### src/rtl/mem_stage.sv
// mem_stage: memory stage of the five-stage pipeline.
// Holds one instruction in the EX/MEM register. It performs at most one
// data-memory access over a req/ack handshake. It drives a registered
// write-back bundle and owns the architectural CCR flag register.
//
// Handshakes:
// - Upstream: valid/ready. A transfer occurs on a rising edge where
//   ex_valid && ex_ready. ex_ready depends only on state and flush, never
//   on dmem_ack.
// - Memory side: req/ack. dmem_req stays high with addr/we/wdata stable
//   from the cycle after accept until the edge where dmem_ack is sampled
//   high. An ack seen while dmem_req is low is ignored.
module mem_stage #(
  parameter int DATA_W = 16,
  parameter int ADDR_W = 16
) (
  input  logic              clk,
  input  logic              rst_n,
  input  logic              ex_valid,
  output logic              ex_ready,
  input  logic [DATA_W-1:0] ex_alu_result,
  input  logic [2:0]        ex_ccr,
  input  logic [DATA_W-1:0] ex_store_data,
  input  logic [2:0]        ex_rd,
  input  logic              ex_mem_read,
  input  logic              ex_mem_write,
  input  logic              ex_reg_write,
  input  logic              ex_ccr_we,
  input  logic              flush,
  output logic              dmem_req,
  output logic              dmem_we,
  output logic [ADDR_W-1:0] dmem_addr,
  output logic [DATA_W-1:0] dmem_wdata,
  input  logic [DATA_W-1:0] dmem_rdata,
  input  logic              dmem_ack,
  output logic              wb_valid,
  output logic [2:0]        wb_rd,
  output logic [DATA_W-1:0] wb_data,
  output logic              wb_reg_write,
  output logic [2:0]        ccr,
  output logic              fwd_valid,
  output logic [2:0]        fwd_rd,
  output logic [DATA_W-1:0] fwd_data
);

  typedef enum logic [1:0] {
    ST_EMPTY    = 2'd0,
    ST_ALU_HOLD = 2'd1,
    ST_MEM_WAIT = 2'd2
  } state_e;

  state_e state_q, state_d;

  // EX/MEM register contents
  logic [DATA_W-1:0] alu_q, alu_d;
  logic [DATA_W-1:0] sdata_q, sdata_d;
  logic [2:0]        ccr_in_q, ccr_in_d;
  logic [2:0]        rd_q, rd_d;
  logic              is_load_q, is_load_d;
  logic              is_store_q, is_store_d;
  logic              reg_write_q, reg_write_d;
  logic              ccr_we_q, ccr_we_d;
  logic              squashed_q, squashed_d;

  // Write-back bundle and architectural flags
  logic              wb_valid_q, wb_valid_d;
  logic [2:0]        wb_rd_q, wb_rd_d;
  logic [DATA_W-1:0] wb_data_q, wb_data_d;
  logic              wb_reg_write_q, wb_reg_write_d;
  logic [2:0]        ccr_q, ccr_d;

  logic accept;
  logic mem_op;
  logic complete;
  logic retire;

  assign mem_op = ex_mem_read || ex_mem_write;

  // State register
  always_ff @(posedge clk or negedge rst_n) begin
    if (!rst_n) begin
      state_q <= ST_EMPTY;
    end else begin
      state_q <= state_d;
    end
  end

  // Next state, accept and completion decode
  always_comb begin
    state_d  = state_q;
    complete = 1'b0;
    ex_ready = (state_q != ST_MEM_WAIT) && !flush;
    accept   = ex_valid && ex_ready;
    case (state_q)
      ST_EMPTY: begin
        if (accept) state_d = mem_op ? ST_MEM_WAIT : ST_ALU_HOLD;
      end
      ST_ALU_HOLD: begin
        // The held ALU op always leaves on this edge; a flush only
        // suppresses its write-back, which happens through retire.
        complete = 1'b1;
        if (accept) state_d = mem_op ? ST_MEM_WAIT : ST_ALU_HOLD;
        else        state_d = ST_EMPTY;
      end
      ST_MEM_WAIT: begin
        if (dmem_ack) begin
          complete = 1'b1;
          state_d  = ST_EMPTY;
        end
      end
      default: state_d = ST_EMPTY;
    endcase
    // A flush arriving on the ack cycle squashes the access like an
    // earlier one.
    retire = complete && !squashed_q && !flush;
  end

  // Output decode from state and held instruction
  always_comb begin
    dmem_req   = (state_q == ST_MEM_WAIT);
    dmem_we    = (state_q == ST_MEM_WAIT) && is_store_q;
    dmem_addr  = alu_q[ADDR_W-1:0];
    dmem_wdata = sdata_q;
    fwd_valid  = (state_q == ST_ALU_HOLD) && reg_write_q && !squashed_q;
    fwd_rd     = rd_q;
    fwd_data   = alu_q;
  end

  // EX/MEM register load on accept; squash marking while an access is out
  always_comb begin
    alu_d       = alu_q;
    sdata_d     = sdata_q;
    ccr_in_d    = ccr_in_q;
    rd_d        = rd_q;
    is_load_d   = is_load_q;
    is_store_d  = is_store_q;
    reg_write_d = reg_write_q;
    ccr_we_d    = ccr_we_q;
    squashed_d  = squashed_q;
    if (accept) begin
      alu_d       = ex_alu_result;
      sdata_d     = ex_store_data;
      ccr_in_d    = ex_ccr;
      rd_d        = ex_rd;
      // When both read and write are set, the write wins: it is a store
      // and never writes a register.
      is_store_d  = ex_mem_write;
      is_load_d   = ex_mem_read && !ex_mem_write;
      reg_write_d = ex_reg_write && !ex_mem_write;
      ccr_we_d    = ex_ccr_we;
      squashed_d  = 1'b0;
    end else if ((state_q == ST_MEM_WAIT) && flush) begin
      squashed_d  = 1'b1;
    end
  end

  // EX/MEM register flops
  always_ff @(posedge clk or negedge rst_n) begin
    if (!rst_n) begin
      alu_q       <= '0;
      sdata_q     <= '0;
      ccr_in_q    <= '0;
      rd_q        <= '0;
      is_load_q   <= 1'b0;
      is_store_q  <= 1'b0;
      reg_write_q <= 1'b0;
      ccr_we_q    <= 1'b0;
      squashed_q  <= 1'b0;
    end else begin
      alu_q       <= alu_d;
      sdata_q     <= sdata_d;
      ccr_in_q    <= ccr_in_d;
      rd_q        <= rd_d;
      is_load_q   <= is_load_d;
      is_store_q  <= is_store_d;
      reg_write_q <= reg_write_d;
      ccr_we_q    <= ccr_we_d;
      squashed_q  <= squashed_d;
    end
  end

  // Write-back bundle and CCR update on a non-squashed completion
  always_comb begin
    wb_valid_d     = retire;
    wb_rd_d        = wb_rd_q;
    wb_data_d      = wb_data_q;
    wb_reg_write_d = wb_reg_write_q;
    ccr_d          = ccr_q;
    if (retire) begin
      wb_rd_d        = rd_q;
      wb_data_d      = is_load_q ? dmem_rdata : alu_q;
      wb_reg_write_d = reg_write_q;
      if (ccr_we_q) ccr_d = ccr_in_q;
    end
  end

  // Write-back and CCR flops
  always_ff @(posedge clk or negedge rst_n) begin
    if (!rst_n) begin
      wb_valid_q     <= 1'b0;
      wb_rd_q        <= '0;
      wb_data_q      <= '0;
      wb_reg_write_q <= 1'b0;
      ccr_q          <= '0;
    end else begin
      wb_valid_q     <= wb_valid_d;
      wb_rd_q        <= wb_rd_d;
      wb_data_q      <= wb_data_d;
      wb_reg_write_q <= wb_reg_write_d;
      ccr_q          <= ccr_d;
    end
  end

  assign wb_valid     = wb_valid_q;
  assign wb_rd        = wb_rd_q;
  assign wb_data      = wb_data_q;
  assign wb_reg_write = wb_reg_write_q;
  assign ccr          = ccr_q;

endmodule

### config.mk
export PLATFORM = sky130hd
export DESIGN_NAME = mem_stage
export DESIGN_NICKNAME = d
export VERILOG_FILES = /design/src/rtl/mem_stage.sv
export SDC_FILE = /design/constraint.sdc
export NUM_CORES = 1
export LEC_CHECK = 0
export ABC_AREA = 1
export BUFFER_PORTS_ARGS = -buffer_cell sky130_fd_sc_hd__buf_4
export CAP_MARGIN = 20
export CORE_ASPECT_RATIO = 2
export CORE_MARGIN = 5
export CORE_UTILIZATION = 27
export DETAILED_ROUTE_END_ITERATION = 8
export SYNTH_ARGS = -nofsm -noshare
export SYNTH_HDL_FRONTEND = slang
export SYNTH_SLANG_ARGS = --single-unit
### constraint.sdc
create_clock -name clk -period 1.65 [get_ports clk]
set_input_delay 0.33 -clock clk [delete_from_list [all_inputs] [get_ports clk]]
set_output_delay 0.33 -clock clk [all_outputs]
set_load 0.005 [all_outputs]
# == Word-level counts from Yosys, hierarchy flattened ==
# Cells that the tools add are included.
# word_totals
input_bits,63
elab_cells,48
out_inout_bits,79
register_bits,69
# classes
eq_ne,5
reduce_logical,18
n_mux,10
# ops
cell,count
16-bit 2-to-1 mux,1
1-bit logical AND,10
2-bit 2-to-1 mux,4
2-bit one-hot mux with 3 select lines,1
2-bit != test (second input constant),2
2-bit AND reduction,2
1-bit logical NOT,3
1-bit 2-to-1 mux,3
2-bit by 1-bit == test with 1-bit output (second input constant),1
2-bit == test (second input constant),1
2-bit logical NOT,1
2-bit by 1-bit != test with 1-bit output (second input constant),1
1-bit one-hot mux with 2 select lines,1
2-bit nonzero test,1
1-bit logical OR,1

# == Depth between registers and ports, before layout ==
# logic_depth
depth_word,5
depth_mapped,9
mapped_depth_nobuf,8

# == Worst setup path after synthesis ==
# No wires, ideal clock.
# synth_timing
path_kind,register to register
startpoint,reg state_q[1]
endpoint,reg wb_data_q[10] (netlist: wb_data[10])
required_ns,1.527
path_stages_with_launch,8
arrival_ns,1.308
period_less_slack_ns,1.431
n_path_buf,1
setup_time_ns,0.123
setup_slack_ns,0.219
path_cell_list,dfrtp_1 > inv_1 > ha_1 > nor3b_4 > nand2_4 > buf_6 > nand2_1 > o21ai_2
# synth_via
elab_chain_cells,4
elab_cells_between_ends,5
cone_classes,eq/ne (2); mux (1); reduce/logical (2)
# synth_rtl
item,line_no,text
start: declaration,52,"state_e state_q, state_d;"
start signal: assignment,84,state_q <= state_d;
2-bit == test or 2-bit by 1-bit == test with 1-bit output (tied branches),94,case (state_q)
1-bit one-hot mux with 2 select lines (*),94,
1-bit logical AND (*) (2 in series),115,retire = complete && !squashed_q && !flush;
end signal: assignment,208,wb_data_q <= wb_data_d;
end: declaration,68,"logic [DATA_W-1:0] wb_data_q, wb_data_d;"
# Mark *: on every way between the ends. The rest lies on a longest branch, timed or not.
# A chain may end at the register's enable or synchronous reset.

# == Worst setup path after layout ==
# layout_timing
startpoint,reg state_q[1]
endpoint,out dmem_we
# layout_via
elab_chain_cells,2
# layout_rtl
item,line_no,text
2-bit == test,121,dmem_we = (state_q == ST_MEM_WAIT) && is_store_q;
1-bit logical AND,121,
end: declaration,31,"output logic dmem_we,"
# Every way passes these cells.

==> results.cfg <==
[clocking]
insertion_delay_ns = 0.33
cts_root_buf = clkbuf_16
clk_pin_slew_worst_paths_ns = 0.06
cts_sinks = 69
cts_max_level = 3
cts_buffers = 9
tritoncts = done
clockBufferDepth = 2

[synth]
synth_top_cell_by_area = dfrtp_1
synth_cell_types = 22
synthTopCellsByArea = dfrtp_1, nand2_1, o21ai_2, buf_4, o21ai_0
synth_area_um2 = 3180
ys_warn_count = 0
synthCells = 349
syn_avg_cell_area_um2 = 9.11
synth_top_area_share_pct = 54.3
synth_seq_cells = 69
syn-num-nets = 416
synth_seq_area_share_pct = 54.3

[worst_hold_path]
hp-class = in2reg
hold_depth = 3
holdPathEnd = dmem_addr[12]
holdCritStartpoint = ex_alu_result[12]

[drt]
first_pass_iters = 6
viasPerCell = 4.30
dr_total_vias = 2750
detail_route.iter0.violations = 93
routed_wl_mm = 9.66
ant_nets = 0
post-route-drc-count = 0
wl_per_cell_um = 15.1

[power_and_ir_drop]
powerDensity_nw_per_um2 = 1840
power.total_mw = 8.86
p_int_mw = 5.97
vdd_ir_drop_max_mv = 0.822
power_switching_mw = 2.89
swShare_pct = 32.7
power_frac_seq_pct = 34.0
power.share.clock_pct = 25.5
combPwrFrac_pct = 40.5
leakage_nw = 2.59

[floorplanning]
die_height_um = 163
core_area_um2 = 11600
pin_count = 142
rows = 56
die-area_um2 = 14200
dieWidth_um = 86.7
start_util_pct = 27.3

[global_routing]
grtUsageTotal_pct = 13.3
grt_start_max_net_pins = 35
overflow = 0
antenna_found_initial = 0
grt_pass1_wl_mm = 14.4
grt_pass1_vias = 2873

[critical_path]
cp_max_fo = 3
rrSetupSlack_ns = 0.12
cp.required_ns = 1.32
reg2reg_depth = 7
worstReg2RegEnd = wb_data[1]
r2r-start = state_q[0]
cp-end-kind = output pin
critPathKind = reg2out
critPathLaunchType = register
cp.arrival_ns = 1.28

[cells_and_area]
diodes = 0
drive_gt1_share_pct = 45.5
layout.nets = 556
stdcell_count = 639
area_delta_synth_final_pct = 51.4

[timing]
finalHoldViolCount = 0
layout_min_cycle_time_ns = 1.61
rsz0062_at_grt = yes
slew_headroom_pct = 65.0
period_share_pct = 97.4
drv_slew = 0
skew_ns = 0.00675
tightest_slew_ns = 0.525
timing.fmax_mhz = 622
setup-violations-final = 0

[job]
drv_cap = 0

[placement]
place_inst = 614
port_buffers = 141
place_hpwl_mm = 7.20
gp_congestion = 0.843

[run_status]
status = completed
power by group through the flow:
| stage | logic [mW] | clock network, mW | registers, mW |
|---|---|---|---|
| 2_1_floorplan | 1.80 | 0 | 2.94 |
| 3_3_place_gp | 3.38 | 0 | 2.99 |
| 3_5_place_dp | 3.44 | 0 | 3.02 |
| 4_1_cts | 3.52 | 2.35 | 3.00 |
| 5_1_grt | 3.96 | 2.41 | 3.10 |
| 6_report | 3.59 | 2.26 | 3.01 |
flip-flops by register name, indices dropped and copies added (netlist names):
register and flops:
dmem_addr 16, dmem_wdata 16, wb_data 16, ccr 3
ccr_in_q 3, fwd_rd 3, wb_rd 3, state_q 2
ccr_we_q 1, is_load_q 1, is_store_q 1, reg_write_q 1
squashed_q 1, wb_reg_write 1, wb_valid 1
metal layers:
metal  vias to the layer above  GRT usage, %  part of all wire (%)
li1                       1352             -                     -
met1                      1313          13.5                    35
met2                        72          24.7                    58
met3                        13          3.08                   4.1
met4                         0          6.52                   2.3
met5                         -             0                     0
Yosys cell counts:
cell      instances
ha_1              4
nor3_1            1
nor2_4            1
o22ai_1           1
o21a_1            1
clkbuf_1          2
nand3_1           2
inv_2             1
buf_4            17
or2_2            16
nor3b_4           1
o21ai_2          20
a21oi_2           1
dfrtp_1          69
buf_2             3
nand4_1           5
nand2_4           2
nor2_1            2
buf_6             9
o21ai_0          22
nand2_1         154
inv_1            15
final cells by class:
class,count,area (µm²)
clock buffers,11,253
fillers,1213,6820
inverters,16,65.1
well taps,145,181
multi-input cells,233,1180
flip-flops and latches,69,1730
repair buffers,160,1310
clock inverters,5,106
worst max-delay path, cell delays in order (launching register included):
cell	delay (ns)
dfrtp_1	0.40
buf_4	0.15
ha_2	0.17
nand2_2	0.07
inv_1	0.04
buf_4	0.12
layout by cell type, fill, tap and decap left out:
master	instances
bufinv_16	3
inv_2	3
nand4_1	5
o22ai_1	1
nor2_4	1
buf_6	1
ha_1	1
o21a_1	1
inv_1	12
buf_12	5
ha_4	2
dlygate4sd3_1	1
nand3_1	2
clkbuf_8	2
nand2_1	153
clkbuf_16	11
inv_6	1
or2_2	16
dfrtp_1	69
ha_2	1
nor2_1	2
o21ai_0	22
nand2_2	1
nor3_2	1
a21oi_2	1
nand2_4	2
clkinv_4	1
o21ai_2	20
buf_4	151
nor3b_4	1
clkinvlp_4	1
logic make-up (layout without fill, tap and decap cells):
kind of cell | Yosys count | count (layout) | synth area share (%)
AO/OA/AOI/OAI | 45 | 45 | 9.68
adder cells (fa/ha/maj) | 4 | 4 | 1.57
buffers and inverters | 47 | 192 | 9.80
flip-flops | 69 | 69 | 54.3
AND/OR/NAND/NOR | 184 | 184 | 24.7
worst max-delay path by stage:
stage                          start           to
after floorplan           state_q[1]  wb_data[10]
after global placement    state_q[0]    is_load_q
after detailed placement  state_q[0]  reg_write_q
after CTS                 state_q[1]      dmem_we
after global routing      state_q[1]      dmem_we
final                     state_q[1]      dmem_we
stage by stage:
stage / util [%] / cell area, µm² / setup WS, ns / setup TNS, ns / hold WS (ns)
after floorplan: - / 3180 / 0.219 / 0 / 0.0344
after global placement: 37.0 / 4310 / 0.181 / 0 / 0.230
after detailed placement: 37.0 / 4310 / 0.136 / 0 / 0.233
after CTS: 40.6 / 4720 / 0.0141 / 0 / 0.174
after global routing: 41.4 / 4810 / -0.0150 / -0.0376 / 0.179
final: 41.4 / 4810 / 0.0427 / 0 / 0.193
timing repair:
item | 4_1_cts | 5_1_grt
hold endpoints to repair | 17 | 0
gates resized for setup | 5 | 8
cloned | 0 | 2
buffers inserted | 3 | 3
pin swaps | 2 | 2
endpoints found under the setup margin | 2 | 20
hold buffers | 1 | 0
Power figures use the tool's default switching activity.
